==> config.mk <==
export PLATFORM = sky130hd
export DESIGN_NAME = vx_rr_slot_dispatcher
export DESIGN_NICKNAME = d
export VERILOG_FILES = /design/src/rtl/vx_rr_slot_dispatcher_pkg.sv /design/src/rtl/vx_rr_slot_dispatcher_lzc.sv /design/src/rtl/vx_rr_slot_dispatcher.sv
export SDC_FILE = /design/constraint.sdc
export NUM_CORES = 1
export LEC_CHECK = 0
export BUFFER_PORTS_ARGS = -buffer_cell sky130_fd_sc_hd__buf_4
export CORE_UTILIZATION = 33
export CTS_CLUSTER_DIAMETER = 80
export DETAILED_ROUTE_END_ITERATION = 12
export PLACE_DENSITY_LB_ADDON = 0.08
export SLEW_MARGIN = 20
export SYNTH_ARGS = -nofsm -noshare
export SYNTH_HDL_FRONTEND = slang
export SYNTH_SLANG_ARGS = --single-unit
==> constraint.sdc <==
create_clock -name clk -period 2.41 [get_ports clk]
set_input_delay 0.3615 -clock clk [delete_from_list [all_inputs] [get_ports clk]]
set_output_delay 0.3615 -clock clk [all_outputs]
set_load 0.01 [all_outputs]
==> src/rtl/vx_rr_slot_dispatcher_pkg.sv <==
// Shared helpers for the round-robin slot dispatcher: index width derivation.
package vx_rr_slot_dispatcher_pkg;

    // Index width for n slots; a single slot still needs one bit of index.
    function automatic int idx_width(input int n);
        return (n > 1) ? $clog2(n) : 1;
    endfunction

endpackage

==> src/rtl/vx_rr_slot_dispatcher_lzc.sv <==
// Zero-count encoder: REVERSE=1 gives the trailing-zero index (lowest set bit),
// REVERSE=0 gives the leading-zero count. valid_out flags a non-zero input.
module vx_rr_slot_dispatcher_lzc
    import vx_rr_slot_dispatcher_pkg::*;
#(
    parameter int N       = 8,
    parameter int REVERSE = 1,
    parameter int LOGN    = idx_width(N)
) (
    input  logic [N-1:0]    data_in,
    output logic [LOGN-1:0] cnt_out,
    output logic            valid_out
);

    // Later hits overwrite earlier ones, so scan order decides which end wins.
    always_comb begin
        cnt_out   = '0;
        valid_out = 1'b0;
        for (int i = 0; i < N; i++) begin
            if (REVERSE != 0) begin
                if (data_in[N-1-i]) begin
                    cnt_out   = LOGN'(N - 1 - i);
                    valid_out = 1'b1;
                end
            end else begin
                if (data_in[i]) begin
                    cnt_out   = LOGN'(N - 1 - i);
                    valid_out = 1'b1;
                end
            end
        end
    end

endmodule

==> src/rtl/vx_rr_slot_dispatcher.sv <==
// Pending-slot bitmask with round-robin (or fixed-priority) dispatch of one slot
// index per valid/ready handshake on a registered output port.
module vx_rr_slot_dispatcher
    import vx_rr_slot_dispatcher_pkg::*;
#(
    parameter int N    = 8,
    parameter int RR   = 1,
    parameter int LOGN = idx_width(N)
) (
    input  logic            clk,
    input  logic            reset,
    input  logic            flush,
    input  logic [N-1:0]    set_mask,
    output logic            issue_valid,
    output logic [LOGN-1:0] issue_idx,
    input  logic            issue_ready,
    output logic [N-1:0]    pending,
    output logic            empty
);

    typedef logic [LOGN-1:0] idx_t;

    logic [N-1:0] pending_q, pending_d;
    idx_t         ptr_q, ptr_d;
    logic         issue_valid_q, issue_valid_d;
    idx_t         issue_idx_q, issue_idx_d;

    logic [N-1:0] lo_mask, hi_vec, sel_onehot;
    idx_t         hi_idx, all_idx, sel;
    logic         hi_valid, any_pending, load;

    // Slots below the pointer are only served once nothing at or above it is pending.
    always_comb begin
        for (int i = 0; i < N; i++) begin
            lo_mask[i] = (i < int'(ptr_q));
        end
        hi_vec = pending_q & ~lo_mask;
    end

    vx_rr_slot_dispatcher_lzc #(.N(N), .REVERSE(1), .LOGN(LOGN)) u_lzc_hi (
        .data_in   (hi_vec),
        .cnt_out   (hi_idx),
        .valid_out (hi_valid)
    );

    vx_rr_slot_dispatcher_lzc #(.N(N), .REVERSE(1), .LOGN(LOGN)) u_lzc_all (
        .data_in   (pending_q),
        .cnt_out   (all_idx),
        .valid_out (any_pending)
    );

    // Handshake: issue_idx is offered while issue_valid is high and is held
    // unchanged until issue_valid && issue_ready; a new slot loads on that edge.
    always_comb begin
        sel  = hi_valid ? hi_idx : all_idx;
        load = any_pending && (!issue_valid_q || issue_ready) && !flush;

        for (int i = 0; i < N; i++) begin
            sel_onehot[i] = load && (sel == idx_t'(i));
        end

        pending_d     = (pending_q & ~sel_onehot) | set_mask;
        ptr_d         = ptr_q;
        issue_valid_d = issue_valid_q;
        issue_idx_d   = issue_idx_q;

        if (load) begin
            issue_valid_d = 1'b1;
            issue_idx_d   = sel;
            if (RR != 0 && N > 1) begin
                ptr_d = (sel == idx_t'(N - 1)) ? '0 : sel + idx_t'(1);
            end
        end else if (issue_ready) begin
            issue_valid_d = 1'b0;
        end

        // Flush drops everything, including sets arriving in the same cycle.
        if (flush) begin
            pending_d     = '0;
            ptr_d         = '0;
            issue_valid_d = 1'b0;
        end
    end

    always_ff @(posedge clk or posedge reset) begin
        if (reset) begin
            pending_q     <= '0;
            ptr_q         <= '0;
            issue_valid_q <= 1'b0;
            issue_idx_q   <= '0;
        end else begin
            pending_q     <= pending_d;
            ptr_q         <= ptr_d;
            issue_valid_q <= issue_valid_d;
            issue_idx_q   <= issue_idx_d;
        end
    end

    assign issue_valid = issue_valid_q;
    assign issue_idx   = issue_idx_q;
    assign pending     = pending_q;
    assign empty       = !any_pending && !issue_valid_q;

endmodule

# --- Yosys cells after proc, flatten, opt, wreduce, memory -nomap -nowiden ---
# Cells that the tools add are included.
# Widths: inputs -> output; s select.
classes:
  mux: 40
  n_reduce_logical: 18
  n_bitwise: 5
  eq_ne: 7
  magnitude_cmp: 7
  add_sub_neg: 1
op_table:
  columns: ["operator", "n"]
  rows:
  - ["$mux 3", 20]
  - ["$mux 1", 19]
  - ["$and 8x8->8", 2]
  - ["$eq 3x3->1 const B", 4]
  - ["$logic_and 1x1->1", 11]
  - ["$lt 3x3->1 const A", 3]
  - ["$mux 8", 1]
  - ["$not 7->8", 1]
  - ["$not 8->8", 1]
  - ["$or 8x8->8", 1]
  - ["$eq 3x2->1 const B", 2]
  - ["$lt 1x3->1 const A", 2]
  - ["$lt 2x3->1 const A", 2]
  - ["$add 3x1->3 const B", 1]
  - ["$eq 3x1->1 const B", 1]
  - ["$logic_not 1->1", 3]
  - ["$logic_not 3->1", 1]
  - ["$reduce_bool 3->1", 1]
  - ["$reduce_bool 2->1", 1]
  - ["$logic_or 1x1->1", 1]
word_totals:
  word_cells: 82
  register_bits: 15
  in_bits: 12

# --- Depth between registers and ports, before layout ---
# Gate-level depths: netlist (run 1).
depth:
  ltp_word: 18
  mapped_depth: 12

# --- Modules after synthesis ---
# From an unflattened synthesis (run 1), not the netlist that was laid out.
unflattened:
  cells_unflattened: 107
  area_unflattened_um2: 988.4
modules_own_cells:
  columns: ["module", "instances", "cells_each", "seq_area_each_um2", "area_each_um2"]
  rows:
  - ["vx_rr_slot_dispatcher", 1, 81, 375.4, 828.3]
  - ["vx_rr_slot_dispatcher_lzc", 2, 13, 0.0, 80.1]

# --- Least setup slack after synthesis (run 1) ---
# OpenSTA, ideal clock, no wires.
synth_timing:
  kind: "reg-to-reg"
  startpoint: "register pending_q[5], in the netlist pending[5]"
  endpoint: "register ptr_q[2]"
  path_buffers: 0
  t_required_ns: 2.316
  stages_incl_launch_ff: 10
  setup_slack_ns: 0.385
  period_less_slack_ns: 2.025
  t_arrival_ns: 1.931
  cell_sequence: "dfrtp_1 > nand3b_1 > o211ai_1 > nor3b_1 > a31oi_1 > a21oi_2 > inv_2 > nor2_1 > ha_1 > a211oi_1"
synth_via:
  elab_chain_len: 12
  elab_cells_between_ends: 34
synth_lines:
  columns: ["item", "line_no", "text"]
  rows:
  - ["start: declaration", "vx_rr_slot_dispatcher.sv:23", "logic [N-1:0] pending_q, pending_d;"]
  - ["start signal: assignment", "vx_rr_slot_dispatcher.sv:92", "pending_q <= pending_d;"]
  - ["$and 8x8->8", "vx_rr_slot_dispatcher.sv:37", "hi_vec = pending_q & ~lo_mask;"]
  - ["$mux 3 or $mux 1 (tied branches) (6 in a row)", "vx_rr_slot_dispatcher_lzc.sv:21", "if (data_in[N-1-i]) begin"]
  - ["$mux 3", "vx_rr_slot_dispatcher.sv:55", "sel = hi_valid ? hi_idx : all_idx;"]
  - ["$add 3x1->3 or $eq 3x3->1 (tied branches)", "vx_rr_slot_dispatcher.sv:71", "ptr_d = (sel == idx_t'(N - 1)) ? '0 : sel + idx_t'(1);"]
  - ["$mux 3", "vx_rr_slot_dispatcher.sv:71", null]
  - ["$mux 3", "vx_rr_slot_dispatcher.sv:67", "if (load) begin"]
  - ["$mux 3", "vx_rr_slot_dispatcher.sv:78", "if (flush) begin"]
  - ["end signal: assignment", "vx_rr_slot_dispatcher.sv:93", "ptr_q <= ptr_d;"]
  - ["end: declaration", "vx_rr_slot_dispatcher.sv:24", "idx_t ptr_q, ptr_d;"]
# Parallel ways exist; a longest one is shown, timed or not. The select of a mux whose other input is x is not followed.
# A chain may end at the register's enable or synchronous reset.

# --- Worst setup path in the final report (run 1) ---
layout_timing:
  startpoint: "register pending_q[4], in the netlist pending[4]"
  endpoint: "register pending_q[5], in the netlist pending[5]"
layout_via:
  elab_chain_len: 13
  elab_cells_between_ends: 30
layout_lines:
  columns: ["item", "line_no", "text"]
  rows:
  - ["$and 8x8->8", "vx_rr_slot_dispatcher.sv:37", null]
  - ["$mux 3 or $mux 1 (tied branches) (5 in a row)", "vx_rr_slot_dispatcher_lzc.sv:21", null]
  - ["$mux 3", "vx_rr_slot_dispatcher.sv:55", null]
  - ["$eq 3x3->1", "vx_rr_slot_dispatcher.sv:59", "sel_onehot[i] = load && (sel == idx_t'(i));"]
  - ["$logic_and 1x1->1 (*)", "vx_rr_slot_dispatcher.sv:59", null]
  - ["$not 8->8 (*)", "vx_rr_slot_dispatcher.sv:62", "pending_d = (pending_q & ~sel_onehot) | set_mask;"]
  - ["$and 8x8->8 (*)", "vx_rr_slot_dispatcher.sv:62", null]
  - ["$or 8x8->8 (*)", "vx_rr_slot_dispatcher.sv:62", null]
  - ["$mux 8 (*)", "vx_rr_slot_dispatcher.sv:78", null]
  - ["via pending_d[5]", "vx_rr_slot_dispatcher.sv:23", null]
# Mark *: on every way through the listed nets, which the timed path passes. The rest lies on a longest branch.

==> key figures, run 1 <==
Status
  – Outcome: finished with violations
  – Failing checks: DRC

Floorplanning
  – Die Wd: about 57 µm
  – Starting Density: 0.3555
  – CORE AREA: about 2800 µm²
  – FP Rows: 19
  – Die Y: 56.97 µm
  – Die area: between 3000 and 4000 µm²
  – # IOs: 25

Placed design
  – Post-DP HPWL: a little under 2000 µm
  – RePlAce Congestion: roughly 0.83
  – Post-Place Cells: about 160
  – IO Port Bufs: 24
  – Placed inst area: between 1000 and 1500 µm²

Critical path
  – Slowest cell on crit path: dfrtp_1
  – CP Capture Type: flip-flop
  – Critical path launch point type: flip-flop
  – Crit Path Class: flip-flop to flip-flop
  – Worst EP required: between 2 and 3 ns
  – Cell-by-cell trace of the critical path: o211ai_1 > nor3b_1 > a31oi_1 > a21oi_2 > buf_4 > ha_1 > nand3_1 > a21oi_1 > nor2_1
  – CP Max Fanout: 8
  – CP max stage delay: 0.51 ns
  – Crit path DAT: between 2 and 2.5 ns
  – WP buf/inv: 1
  – Crit path max-delay family: compound AO/OA/AOI/OAI gates

STA
  – Clk_skew: ~0.00045 ns
  – Post-route clock period utilization: 0.9222
  – Tightest Pin Transition: between 0.6 and 0.7 ns
  – Max Slew Vio Count: 0
  – Max Clock Freq: approximately 450 MHz
  – Post-route setup TNS: 0 ns
  – Hold Vio Cnt, Final: 0
  – RSZ-0062 raised after global routing: no
  – Final setup viols: 0
  – Relative slew slack: 0.5969
  – Tmin final: 2.222 ns

Clocking
  – Total CTS buffers: 3
  – Clk root buf: clkbuf_4
  – Clk Latency, worst-skew pair: between 0.2 and 0.3 ns
  – Clock Sink Count: 15
  – CTS tree: yes
  – CTS clk-pin slew, worst paths: about 0.090 ns
  – # H-tree levels: 1
  – Clock tree buffer depth: 2

GRT
  – Global-route wire length before repair: roughly 4300 µm
  – Total gr overflow: 0
  – Vias in the first global route: 923
  – Initial antenna violation count: 0
  – Pin count of the biggest net entering global routing: 16
  – Gr usage total: 0.1723

Yosys
  – Number of synthesized flops with an enable pin: 0
  – Ys async rst share: 1.000
  – Avg Cell Area, Syn: 9.233 µm²
  – Ys Warns: 0
  – Register area share after synthesis: 0.3764
  – Post-synth top flop: dfrtp_1
  – Gate Count Post-Synth: roughly 110
  – Synth Net Count: between 100 and 150
  – Post-synthesis cell area: ~1000 µm²
  – FF+latch count, synth: 15
  – Netlist cell types: 38

Pwr
  – Peak supply drop: roughly 510 µV
  – Static Leak: between 0.5 and 0.6 nW
  – Pwr Density: 817.0 nW/µm²

Finish
  – Share of cells above drive strength 1: 0.3285
  – Diode count: 0
  – Most common cell after layout, fill and taps aside: buf_4
  – Final net count: roughly 150
  – Synth-to-layout area growth: 26.35%
  – Design Area, Final: between 1000 and 1500 µm²
  – Final Instance Count excl. Fillers: approximately 170
  – Most frequent cells in the layout: buf_4, nor2_1, dfrtp_1

Detailed routing
  – Drt drc: 4
  – Total wire length: between 2000 and 3000 µm
  – Via count: about 940
  – Iteration-0 DRC Markers: 32
  – Pre-antenna DRT Iters: 8
  – DR vias/cell: ~5.6
  – Remaining antenna violation count: 0
  – Routed length per placed instance: about 15 µm

Flow run
  – Max-cap viol count: 0

Hold path
  – Min-delay worst type: input port to asynchronous set/reset pin
where the power goes:
| group | total, mW | internal, mW | switching (mW) |
|---|---|---|---|
| Sequential | 0.393 | 0.305 | 0.0875 |
| Clock | 0.146 | 0.0644 | 0.0812 |
| Combinational | 0.491 | 0.238 | 0.254 |
final cells by class:
class	instances	area [µm²]
inverters	9	33.78
multi-input cells	81	574.3
repair buffers	28	210.2
well taps	31	38.79
flip-flops and latches	15	376.6
fillers	295	1545
clock buffers	4	26.28
flip-flops by register name, summed over array words and instances (netlist names):
name,flops
issue_valid,1
issue_idx,3
pending,8
ptr_q,3
layer usage:
metal,share of wire,global-route usage,vias to the layer above
met5,0,0,-
met4,0.023,0.1045,0
met3,0.033,0.01361,7
met2,0.47,0.2655,28
met1,0.48,0.2367,457
li1,-,-,452
worst paths after layout:
check	startpoint	end	slack (ns)	depth (start not counted)
min in group clk	set_mask[5]	pending[5]	0.28	3
worst min register to register	issue_idx[1]	issue_idx[1]	0.52	1
worst max register to register	pending[4]	pending[5]	0.19	9
worst min-delay path	reset	issue_idx[0]	0.14	2
worst max-delay path	pending[4]	pending[5]	0.19	9
max in group asynchronous	reset	pending[5]	1.85	2
synth_stat cells (2+ instances only):
master | n | area (µm²)
a21oi_2 | 2 | 17.52
o21bai_1 | 2 | 15.01
nor4_4 | 2 | 42.54
buf_2 | 2 | 10.01
inv_1 | 8 | 30.03
a21o_1 | 2 | 15.01
nand2b_1 | 5 | 31.28
a31oi_1 | 2 | 12.51
a21oi_1 | 6 | 30.03
nand4_1 | 2 | 12.51
nand2_1 | 3 | 11.26
nor2_1 | 17 | 63.81
nand3_1 | 3 | 15.01
ha_1 | 3 | 37.54
a311oi_1 | 3 | 26.28
nor2b_1 | 4 | 25.02
dfrtp_1 | 15 | 375.4
mux2_2 | 2 | 22.52
a211oi_1 | 6 | 45.04
cells by family (layout without fill, tap and decap cells):
group / Yosys count / count (layout) / synth area share
DFF: 15 / 15 / 0.3764
AOI/OAI and AO/OA: 32 / 32 / 0.2560
adders and majority gates: 3 / 3 / 0.03765
and+or+nand+nor: 44 / 44 / 0.2597
buffers and inverters: 12 / 41 / 0.04767
muxes: 2 / 2 / 0.02258
per-stage QoR:
step	utilization	hold slack [ns]	setup WS (ns)	total power [mW]
CTS	0.4434	0.1511	0.06363	1.011
finish	0.4492	0.1396	0.1875	1.029
floorplan	-	0.2630	0.3850	0.6972
global route	0.4492	0.1896	0.03414	1.108
global placement	0.4340	0.4586	0.08778	0.8681
detailed placement	0.4340	0.4691	0.08293	0.8614
repair_timing:
| item | 4_1_cts | 5_1_grt |
|---|---|---|
| resized for setup | 0 | 1 |
| setup buffers | 0 | 2 |
| endpoints found under the setup margin | 0 | 5 |
| hold endpoints to repair | 0 | 0 |
| hold buffers | 0 | 0 |
Power figures use the tool's default switching activity.
==> run 2, diff against run 1 <==
BUFFER_PORTS_ARGS = unset   (was -buffer_cell sky130_fd_sc_hd__buf_4)
DONT_BUFFER_PORTS = 1   (was unset)
==> run 2 against run 1 <==
Compared with the run above:
- the run still ends with DRC left
- hold slack worse by 0.11 ns
- combinational power down 15%
- first-iteration DRC count up 16%
- worst setup slack better by 0.040 ns
- clock power up 3%
- sequential power up 4%
- fmax up 1.8%
==> key figures, run 2 (synthesis results as in run 1) <==
Status
  – Outcome: finished with violations (unchanged)
  – Failing checks: DRC (unchanged)

Pwr
  – Total design power: 0.9778 mW (was 1.029 mW)
  – Static Leak: 0.4552 nW (was 0.5549 nW)
  – Pwr Density: 880.0 nW/µm² (was 817.0 nW/µm²)
  – Peak supply drop: 440.1 µV (was 510.3 µV)

Flow run
  – Max-cap viol count: 0 (unchanged)

Detailed routing
  – Iteration-0 DRC Markers: 37 (was 32)
  – DR vias/cell: 5.872 (was 5.619)
  – Remaining antenna violation count: 0 (unchanged)
  – Routed length per placed instance: 18.06 µm (was 15.01 µm)
  – Pre-antenna DRT Iters: 8 (unchanged)
  – Via count: 869 (was 944)
  – Drt drc: 4 (unchanged)
  – Total wire length: 2673 µm (was 2522 µm)

Placed design
  – RePlAce Congestion: 0.7876 (was 0.8302)
  – IO Port Bufs: 0 (was 24)
  – Post-Place Cells: 143 (was 162)
  – Post-DP HPWL: 1997 µm (was 1944 µm)
  – Worst slack, placed: 0.1319 ns (was 0.08293 ns)

Finish
  – Most common cell after layout, fill and taps aside: nor2_1 (was buf_4)
  – Synth-to-layout area growth: 11.42% (was 26.35%)
  – Share of cells above drive strength 1: 0.2222 (was 0.3285)
  – Diode count: 0 (unchanged)
  – Footprint of the multi-input gates: 574.3 µm² (unchanged)
  – Fill cells: 291 (was 295)
  – Most frequent cells in the layout: nor2_1, dfrtp_1, inv_1, buf_4 (was buf_4, nor2_1, dfrtp_1)
  – Final Instance Count excl. Fillers: 148 (was 168)
  – Final net count: 133 (was 153)
  – Register area: 377.9 µm² (was 376.6 µm²)
  – Max reg flops: 8 (unchanged)

Floorplanning
  – # IOs: 25 (unchanged)
  – FP Rows: 19 (unchanged)
  – Starting Density: 0.3555 (unchanged)
  – Die Wd: 56.97 µm (unchanged)
  – Die Y: 56.97 µm (unchanged)
  – Die area: 3246 µm² (unchanged)
  – CORE AREA: 2805 µm² (unchanged)

Critical path
  – Worst EP required: 2.61 ns (was 2.59 ns)
  – CP Max Fanout: 7 (was 8)
  – Crit path DAT: 2.38 ns (was 2.40 ns)
  – Critical path launch point type: flip-flop (unchanged)
  – Crit Path Class: flip-flop to flip-flop (unchanged)
  – CP Capture Type: flip-flop (unchanged)

STA
  – Post-route clock period utilization: 0.9058 (was 0.9222)
  – Fin worst setup slack: 0.2271 ns (was 0.1875 ns)
  – Clk_skew: 0.01302 ns (was 0.0004495 ns)
  – Relative slew slack: 0.5788 (was 0.5969)
  – Tmin final: 2.183 ns (was 2.222 ns)
  – Final setup viols: 0 (unchanged)
  – Tightest Pin Transition: 0.6312 ns (was 0.6040 ns)
  – Post-route setup TNS: 0 ns (unchanged)
  – Max Clock Freq: 458.1 MHz (was 449.9 MHz)
  – RSZ-0062 raised after global routing: no (unchanged)
  – Max Slew Vio Count: 0 (unchanged)
  – Hold Vio Cnt, Final: 0 (unchanged)

GRT
  – Gr usage total: 0.1752 (was 0.1723)
  – Total gr overflow: 0 (unchanged)
  – Pin count of the biggest net entering global routing: 16 (unchanged)
  – Global-route wire length before repair: 4374 µm (was 4319 µm)
  – Initial antenna violation count: 0 (unchanged)
  – Vias in the first global route: 922 (was 923)

Clocking
  – CTS clk-pin slew, worst paths: 0.10 ns (was 0.09 ns)
  – Clock Sink Count: 15 (unchanged)
  – CTS tree: yes (unchanged)
  – Clk root buf: clkbuf_4 (unchanged)
  – CTS Hold Buffers Added: 0 (unchanged)
  – # H-tree levels: 1 (unchanged)
  – Clk Latency, worst-skew pair: 0.29 ns (about the same)
  – Clock tree buffer depth: 2 (unchanged)
  – Total CTS buffers: 3 (unchanged)

Hold path
  – Min-delay worst type: input port to asynchronous set/reset pin (unchanged)
run 2: cell count changes in the layout (fill, tap and decap cells not counted):
cell     before  now
dfrtp_1      14   13
dfrtp_2       1    2
buf_4        28    8
run 2: critical path: stages, from the launching register on:
cell and delay (ns):
dfrtp_1 0.53, nor4_4 0.44, nand2b_2 0.12, a311oi_4 0.42, inv_1 0.09, ha_1 0.30, a211oi_1 0.21
run 2: final timing paths:
path | slack (ns) | from | end | cells past startpoint
setup / recovery | 0.23 | pending[3] | ptr_q[2] | 6
hold / removal | 0.03 | reset | pending[2] | 1
setup reg to reg | 0.23 | pending[3] | ptr_q[2] | 6
hold reg to reg | 0.59 | issue_idx[0] | issue_idx[0] | 1
max in group asynchronous | 1.94 | reset | pending[4] | 1
min in group clk | 0.12 | flush | pending[4] | 1
run 2: timing repair:
action	CTS	global route
endpoints found under the setup margin	0	3
resized for setup	0	2
buffers inserted	0	1
run 2: through the flow:
step                        util  cell area [µm²]  hold WS [ns]
after floorplan                -            997.2        0.2630
after global placement    0.3831             1075        0.3442
after detailed placement  0.3831             1075        0.3687
after CTS                 0.3925             1101       0.04425
after global routing      0.3961             1111       0.06732
final                     0.3961             1111       0.02628
run 2: layout make-up:
| type | count | area share |
|---|---|---|
| flip-flops and latches | 15 | 0.3401 |
| repair buffers | 8 | 0.05405 |
| multi-input cells | 81 | 0.5169 |
| inverters | 9 | 0.03041 |
| clock buffers | 4 | 0.02365 |
| well taps | 31 | 0.03491 |
run 2: routing by layer:
metal,track usage,vias to the layer above,wire (µm)
met4,0.09408,0,27
met1,0.2353,428,1284
met3,0.03401,4,197
met2,0.2672,26,1163
met5,0,-,0
li1,-,411,-
run 2: report_power, final:
| group | internal, mW | switching, mW |
|---|---|---|
| Clock | 0.0643 | 0.0865 |
| Combinational | 0.184 | 0.233 |
| Sequential | 0.307 | 0.103 |
